`config.mk`:
```
export PLATFORM = sky130hd
export DESIGN_NAME = bus_timer_flat
export DESIGN_NICKNAME = d
export VERILOG_FILES = /design/src/rtl/bus_timer_pkg.sv /design/src/rtl/bus_if.sv /design/src/rtl/bus_timer.sv /design/src/flat_wrapper.sv
export SDC_FILE = /design/constraint.sdc
export NUM_CORES = 1
export LEC_CHECK = 0
export ABC_AREA = 1
export CORE_ASPECT_RATIO = 1.25
export CORE_UTILIZATION = 40
export CTS_CLUSTER_DIAMETER = 80
export DETAILED_ROUTE_END_ITERATION = 10
export PLACE_DENSITY = 0.64
export SYNTH_ARGS = -nofsm -noshare
export SYNTH_HDL_FRONTEND = slang
export SYNTH_SLANG_ARGS = --single-unit
```
`constraint.sdc`:
```
create_clock -name clk -period 4.03 [get_ports clk]
set_input_delay 1.209 -clock clk [delete_from_list [all_inputs] [get_ports clk]]
set_output_delay 1.209 -clock clk [all_outputs]
set_load 0.02 [all_outputs]
```
`src/rtl/bus_timer_pkg.sv`:
```
// Shared types and constants for the bus-attached timer.
// Holds package Types_pkg: bus word types, register indices, CTRL/STATUS
// bit positions, the handshake state enum and the byte-lane merge helper.
package Types_pkg;

    typedef logic [31:0] word_t;
    typedef logic [3:0]  wstrobe_t;
    typedef logic [1:0]  reg_idx_t;

    // Register index as decoded from address[3:2]
    localparam reg_idx_t REG_CTRL   = 2'd0;
    localparam reg_idx_t REG_LIMIT  = 2'd1;
    localparam reg_idx_t REG_COUNT  = 2'd2;
    localparam reg_idx_t REG_STATUS = 2'd3;

    // CTRL bit positions
    localparam int CTRL_ENABLE      = 0;
    localparam int CTRL_IRQ_EN      = 1;
    localparam int CTRL_AUTO_RELOAD = 2;
    localparam int CTRL_PRESC_LSB   = 8;
    localparam int CTRL_PRESC_MSB   = 15;

    // STATUS bit positions
    localparam int STATUS_EVENT     = 0;

    // Largest COUNT value; the counter never passes it except through a match
    localparam word_t COUNT_MAX = 32'hFFFF_FFFF;

    // Bus handshake states
    typedef enum logic {
        ST_IDLE = 1'b0,
        ST_RESP = 1'b1
    } state_e;

    // Replace the byte lanes of cur selected by strb with those of wdata
    function automatic word_t merge_lanes(word_t cur, word_t wdata, wstrobe_t strb);
        word_t res;
        res = cur;
        for (int i = 0; i < 4; i++) begin
            if (strb[i]) begin
                res[i*8 +: 8] = wdata[i*8 +: 8];
            end
        end
        return res;
    endfunction

endpackage

```
`src/rtl/bus_if.sv`:
```
// Simple valid/ready register bus.
// Handshake: the requester raises valid with address/wstrobe/wdata; the
// responder answers with ready high for exactly one cycle, and rdata is only
// meaningful in that cycle. wstrobe != 0 marks a write, otherwise a read.
// irq is a level interrupt from the responder.
interface Bus;
    import Types_pkg::*;

    logic     valid;
    word_t    address;
    wstrobe_t wstrobe;
    word_t    wdata;
    logic     ready;
    word_t    rdata;
    logic     irq;

    // Responder end
    modport s (
        input  valid,
        input  address,
        input  wstrobe,
        input  wdata,
        output ready,
        output rdata,
        output irq
    );

    // Requester end
    modport m (
        output valid,
        output address,
        output wstrobe,
        output wdata,
        input  ready,
        input  rdata,
        input  irq
    );

endinterface

```
`src/rtl/bus_timer.sv`:
```
// Bus-attached 32-bit timer with CTRL/LIMIT/COUNT/STATUS registers.
// Optional feature: define BUS_TIMER_PRESCALER_EN to add an 8-bit prescaler
// whose reload value lives in CTRL[15:8]; without it the counter ticks on
// every enabled cycle and CTRL[15:8] reads as zero.
module bus_timer
    import Types_pkg::*;
#(
    parameter word_t RESET_LIMIT = 32'hFFFF_FFFF
) (
    input  logic clk,
    input  logic reset,
    Bus.s        bus
);

    // ---------------- state ----------------
    state_e state_q;
    logic   ready_q;
    word_t  rdata_q;

    logic   enable_q,      enable_d;
    logic   irq_en_q,      irq_en_d;
    logic   auto_reload_q, auto_reload_d;
    word_t  limit_q,       limit_d;
    word_t  count_q,       count_d;
    logic   event_q,       event_d;

`ifdef BUS_TIMER_PRESCALER_EN
    logic [7:0] presc_val_q, presc_val_d;
    logic [7:0] presc_cnt_q, presc_cnt_d;
`endif

    // ---------------- decode ----------------
    reg_idx_t sel;
    logic     access;
    logic     wr;
    logic     wr_ctrl;
    logic     wr_limit;
    logic     wr_count;
    logic     wr_status;
    logic     status_clear;
    logic     tick;
    logic     match;
    word_t    ctrl_word;
    word_t    status_word;
    word_t    rd_word;
    word_t    ctrl_wr_val;

    // A transaction is accepted only in IDLE; valid seen in RESP is ignored
    assign sel       = bus.address[3:2];
    assign access    = (state_q == ST_IDLE) && bus.valid;
    assign wr        = access && (bus.wstrobe != '0);
    assign wr_ctrl   = wr && (sel == REG_CTRL);
    assign wr_limit  = wr && (sel == REG_LIMIT);
    assign wr_count  = wr && (sel == REG_COUNT);
    assign wr_status = wr && (sel == REG_STATUS);

    // Write-1-to-clear on the event bit needs its lane enabled
    assign status_clear = wr_status && bus.wstrobe[0] && bus.wdata[STATUS_EVENT];

    // Assemble the architectural CTRL and STATUS words
    always_comb begin
        ctrl_word                   = '0;
        ctrl_word[CTRL_ENABLE]      = enable_q;
        ctrl_word[CTRL_IRQ_EN]      = irq_en_q;
        ctrl_word[CTRL_AUTO_RELOAD] = auto_reload_q;
`ifdef BUS_TIMER_PRESCALER_EN
        ctrl_word[CTRL_PRESC_MSB:CTRL_PRESC_LSB] = presc_val_q;
`endif
        status_word               = '0;
        status_word[STATUS_EVENT] = event_q;
    end

    // Read mux: value of the selected register before any same-cycle write
    always_comb begin
        rd_word = '0;
        case (sel)
            REG_CTRL:   rd_word = ctrl_word;
            REG_LIMIT:  rd_word = limit_q;
            REG_COUNT:  rd_word = count_q;
            REG_STATUS: rd_word = status_word;
            default:    rd_word = '0;
        endcase
    end

    // Tick generation; with the prescaler a tick fires when its count reaches P
`ifdef BUS_TIMER_PRESCALER_EN
    assign tick = enable_q && (presc_cnt_q == presc_val_q);
`else
    assign tick = enable_q;
`endif

    assign match = tick && (count_q == limit_q);

    // Next-state logic for the timer registers; bus writes override the counter
    always_comb begin
        ctrl_wr_val   = merge_lanes(ctrl_word, bus.wdata, bus.wstrobe);

        enable_d      = enable_q;
        irq_en_d      = irq_en_q;
        auto_reload_d = auto_reload_q;
`ifdef BUS_TIMER_PRESCALER_EN
        presc_val_d   = presc_val_q;
`endif
        // One-shot mode stops itself on the match
        if (match && !auto_reload_q) begin
            enable_d = 1'b0;
        end
        if (wr_ctrl) begin
            enable_d      = ctrl_wr_val[CTRL_ENABLE];
            irq_en_d      = ctrl_wr_val[CTRL_IRQ_EN];
            auto_reload_d = ctrl_wr_val[CTRL_AUTO_RELOAD];
`ifdef BUS_TIMER_PRESCALER_EN
            presc_val_d   = ctrl_wr_val[CTRL_PRESC_MSB:CTRL_PRESC_LSB];
`endif
        end

        // COUNT only returns to zero through a match; otherwise it stops at max
        count_d = count_q;
        if (tick) begin
            if (match) begin
                count_d = '0;
            end else if (count_q != COUNT_MAX) begin
                count_d = count_q + word_t'(1);
            end
        end
        if (wr_count) begin
            count_d = merge_lanes(count_q, bus.wdata, bus.wstrobe);
        end

        limit_d = wr_limit ? merge_lanes(limit_q, bus.wdata, bus.wstrobe) : limit_q;

        // A new event wins over a coincident clear
        event_d = (event_q && !status_clear) || match;

`ifdef BUS_TIMER_PRESCALER_EN
        if (!enable_q || wr_ctrl) begin
            presc_cnt_d = '0;
        end else if (presc_cnt_q == presc_val_q) begin
            presc_cnt_d = '0;
        end else begin
            presc_cnt_d = presc_cnt_q + 8'd1;
        end
`endif
    end

    // Timer register state
    always_ff @(posedge clk) begin
        if (reset) begin
            enable_q      <= 1'b0;
            irq_en_q      <= 1'b0;
            auto_reload_q <= 1'b0;
            limit_q       <= RESET_LIMIT;
            count_q       <= '0;
            event_q       <= 1'b0;
`ifdef BUS_TIMER_PRESCALER_EN
            presc_val_q   <= '0;
            presc_cnt_q   <= '0;
`endif
        end else begin
            enable_q      <= enable_d;
            irq_en_q      <= irq_en_d;
            auto_reload_q <= auto_reload_d;
            limit_q       <= limit_d;
            count_q       <= count_d;
            event_q       <= event_d;
`ifdef BUS_TIMER_PRESCALER_EN
            presc_val_q   <= presc_val_d;
            presc_cnt_q   <= presc_cnt_d;
`endif
        end
    end

    // Handshake FSM with registered ready/rdata: one wait state per access
    always_ff @(posedge clk) begin
        if (reset) begin
            state_q <= ST_IDLE;
            ready_q <= 1'b0;
            rdata_q <= '0;
        end else begin
            case (state_q)
                ST_IDLE: begin
                    if (bus.valid) begin
                        state_q <= ST_RESP;
                        ready_q <= 1'b1;
                        rdata_q <= rd_word;
                    end else begin
                        state_q <= ST_IDLE;
                        ready_q <= 1'b0;
                        rdata_q <= '0;
                    end
                end
                ST_RESP: begin
                    state_q <= ST_IDLE;
                    ready_q <= 1'b0;
                    rdata_q <= '0;
                end
                default: begin
                    state_q <= ST_IDLE;
                    ready_q <= 1'b0;
                    rdata_q <= '0;
                end
            endcase
        end
    end

    assign bus.ready = ready_q;
    assign bus.rdata = rdata_q;
    assign bus.irq   = event_q & irq_en_q;

    // Address bits outside [3:2] are decoded upstream; CTRL holes are reserved
    logic unused_ok;
`ifdef BUS_TIMER_PRESCALER_EN
    assign unused_ok = &{1'b0, bus.address[31:4], bus.address[1:0],
                         ctrl_wr_val[31:16], ctrl_wr_val[7:3]};
`else
    assign unused_ok = &{1'b0, bus.address[31:4], bus.address[1:0],
                         ctrl_wr_val[31:3]};
`endif

endmodule

```
`src/flat_wrapper.sv`:
```
// flat-port wrapper written by rule: the top's interface ports become plain ports
module bus_timer_flat import Types_pkg::*;
#(
    parameter word_t RESET_LIMIT = 32'hFFFF_FFFF
)
  (clk, reset, bus_valid, bus_address, bus_wstrobe, bus_wdata, bus_ready, bus_rdata, bus_irq);
  Bus bus_i ();
  input  logic clk;
  input  logic reset;
  input wire logic [$bits(bus_i.valid)-1:0] bus_valid;
  input wire logic [$bits(bus_i.address)-1:0] bus_address;
  input wire logic [$bits(bus_i.wstrobe)-1:0] bus_wstrobe;
  input wire logic [$bits(bus_i.wdata)-1:0] bus_wdata;
  output wire logic [$bits(bus_i.ready)-1:0] bus_ready;
  output wire logic [$bits(bus_i.rdata)-1:0] bus_rdata;
  output wire logic [$bits(bus_i.irq)-1:0] bus_irq;
  assign bus_i.valid = bus_valid;
  assign bus_i.address = bus_address;
  assign bus_i.wstrobe = bus_wstrobe;
  assign bus_i.wdata = bus_wdata;
  assign bus_ready = bus_i.ready;
  assign bus_rdata = bus_i.rdata;
  assign bus_irq = bus_i.irq;
  bus_timer #(.RESET_LIMIT(RESET_LIMIT)) u_core (.clk(clk), .reset(reset), .bus(bus_i));
endmodule
```
==> metrics.yaml <==
hold_path:
  holdCritPathClass: "flop to flop"
sta:
  holdWs_ns: 0.489
  setup_viol: 0
  finClkSkew_ns: 0.00872
  period_share: 0.744
  grt_setup_unrepaired: "no"
  worstMarginPinSlew_ns: 0.496
  slew_viol_final: 0
  tns_ns: 0
  fin_crit_ns: 3.00
  layout_setup_ws_ns: 1.03
  hold_viol: 0
  maxClockFrequency_ghz: 0.334
  maxSlewHeadroom: 0.670
clocking:
  clk_latency_ns: 0.35
  tritoncts: "done"
  clk_pin_slew_ns: 0.07
  hold_buffers: 0
  cts_buffers: 9
  root_buffer: "clkbuf_16"
  cts_resized: 0
  clock_path_buffers: 2
  clock_sinks: 101
  cts_setup_buffers: 0
  ctsHtreeMaxLevel: 3
finish:
  antenna_cells: 0
  drive_gt1_frac: 0.0532
  nFillCells: 1549
  seqCellArea_um2: 2020
  fin_area_um2: 7040
  nets: 1101
  multi_input_area_um2: 3310
  area_growth_pct: 19.6
  final_common_cell: "nand2_1"
  layout_common_cells: "358 x nand2_1, 132 x nor2_1, 101 x dfxtp_1"
yosys:
  seq_area_frac_synth: 0.343
  synth_top_area_share: 0.343
  synth.ff_latch_count: 101
  synth_top_family_by_area: "simple AND/OR/NAND/NOR gates"
  async_flop_share: 0
  synthAdderAreaFrac: 0.00212
  synthCells: 968
  synth_edf_count: 0
  synth_area_leaders: "dfxtp_1 34%, nand2_1 23%, nor2_1 8.5%, inv_1 5.5%, a21oi_1 5.2%"
  syn_nets: 1040
  synth_compound_area_frac: 0.107
  synthSimpleGateAreaFrac: 0.420
  yosysWarnings: 0
  ys_types: 33
  yosysTopAreaCell: "dfxtp_1"
  synth-xor-area-share: 0.0327
  synth_area_um2: 5890
  ys.flop_type: "dfxtp_1"
  synthMuxAreaShare: 0
  syn_area_per_cell_um2: 6.08
global_route:
  grtUsageTotal: 0.255
  grt_max_degree: 40
  grt-ovfl-total: 0
  antenna_found_initial: 0
  grt_pass1_wl_um: 29900
  grt_pass1_vias: 5767
setup_path:
  critical-path-max-stage-delay_ns: 0.45
  path_buf_inv: 3
  path_max_fanout: 19
  path_class: "input pin to flop"
  crit_arrival_ns: 3.24
  crit_path_start_kind: "input pin"
  critical_path.top_delay_family: "simple AND/OR/NAND/NOR gates"
  worst_path_max_delay_cell: "clkdlybuf4s50_1"
  cp_common_cell: "nand2_1"
  end_kind: "flop"
  worstPathRequired_ns: 4.27
  critical_path.cell_chain: "clkdlybuf4s50_1, inv_1, nand4_1, nand3_2, buf_4, nand3_1, nor2_2, nand2_4, nand3_4, nand2_1, nand2_1, nor2_1"
drt:
  wl_um: 19200
  via_count: 6211
  drtPass1Iterations: 7
  avgRoutedWirePerCell_um: 15.8
  postRouteAntennaNets: 0
  drcViolationCount: 0
  first_iter_violations: 435
  vias_per_cell: 5.12
floorplan:
  die-height_um: 138
  die_w_um: 111
  ios: 105
  dieArea_um2: 15200
  initial_utilization: 0.409
  core.rowCount: 49
  core-area_um2: 14400
power:
  ir_worst_vdd_uv: 193
  p_leak_nw: 3.29
  p_per_area_nw_per_um2: 324
placed_design:
  io_buffers: 74
  pre_cts_ws_ns: 0.698
  gp_congestion: 1.01
  dp_hpwl_um: 14400
  dpl-instance-area_um2: 6780
job:
  maxCapViolations: 0
outcome:
  outcome: "complete, no violations"
==> Yosys cell counts (4+ instances only) <==
| cell | instances |
|---|---|
| nand3_1 | 37 |
| dfxtp_1 | 101 |
| nand3_4 | 4 |
| clkbuf_1 | 19 |
| buf_1 | 6 |
| xnor2_1 | 5 |
| buf_2 | 7 |
| o2111ai_1 | 6 |
| xor2_1 | 17 |
| inv_2 | 11 |
| nand4_1 | 15 |
| nor2_1 | 134 |
| nor3_1 | 10 |
| inv_1 | 87 |
| nor2_2 | 5 |
| o21ai_0 | 47 |
| nand2_1 | 358 |
| a21oi_1 | 61 |
| buf_6 | 4 |
| nand3b_1 | 17 |
==> layout make-up <==
class,count,share of cell area
Clock inverter,5,0.00515
Tap cell,178,0.0316
Multi-Input combinational cell,730,0.470
Clock buffer,11,0.0330
Sequential cell,101,0.287
Timing Repair Buffer,88,0.120
Inverter,99,0.0528
==> sequential cells by signal, indices dropped and copies added (netlist names) <==
signal                cells
u_core.bus.rdata         32
u_core.count_q           32
u_core.limit_q           32
u_core.auto_reload_q      1
u_core.enable_q           1
u_core.event_q            1
u_core.irq_en_q           1
u_core.state_q            1
==> path summary, 6_finish.rpt <==
path                            slack (ns)                              start  cells after the start                           endpoint
worst max-delay path                  1.03                     bus_wstrobe[0]                     12    u_core.count_q[28]$_SDFFE_PP0P_
worst min-delay path                  0.49  u_core.auto_reload_q$_SDFFE_PP0P_                      2  u_core.auto_reload_q$_SDFFE_PP0P_
worst max register to register        1.72     u_core.count_q[1]$_SDFFE_PP0P_                     12    u_core.count_q[18]$_SDFFE_PP0P_
worst min register to register        0.49  u_core.auto_reload_q$_SDFFE_PP0P_                      2  u_core.auto_reload_q$_SDFFE_PP0P_
==> metrics by stage <==
step                      utilization  cells  total power [mW]
after global placement          0.470   1196              1.49
after floorplan                     -    968              1.34
after detailed placement        0.470   1196              1.49
after global routing            0.489   1212              2.39
after CTS                       0.489   1212              2.30
final                           0.489   1212              2.28
==> where the power goes <==
part	leakage [nW]	internal, mW	switching, mW	total [mW]
Combinational	2.35	0.147	0.227	0.374
Sequential	0.823	1.04	0.0537	1.10
Clock	0.122	0.421	0.393	0.814
Total	3.29	1.61	0.673	2.28
==> tightest hold or removal path, delay by kind of cell, from the launching register on <==
| family | cells | cell delay [ns] |
|---|---|---|
| AOI/OAI and AO/OA | 1 | 0.06 |
| DFF | 1 | 0.30 |
| buffers and inverters | 1 | 0.08 |
==> metal layers <==
layer	global-route usage	wire length, um
met1	0.299	8180
met2	0.451	9380
met3	0.0466	904
met4	0.124	735
met5	0	0
==> kinds of logic (layout without fill, tap and decap cells) <==
kind of cell / Yosys count / after routing
and+or+nand+nor: 588 / 588
buffers and inverters: 137 / 203
AOI/OAI and AO/OA: 119 / 119
DFF: 101 / 101
adders and majority gates: 1 / 1
xor gates and xnor gates: 22 / 22
Power figures use the tool's default switching activity.
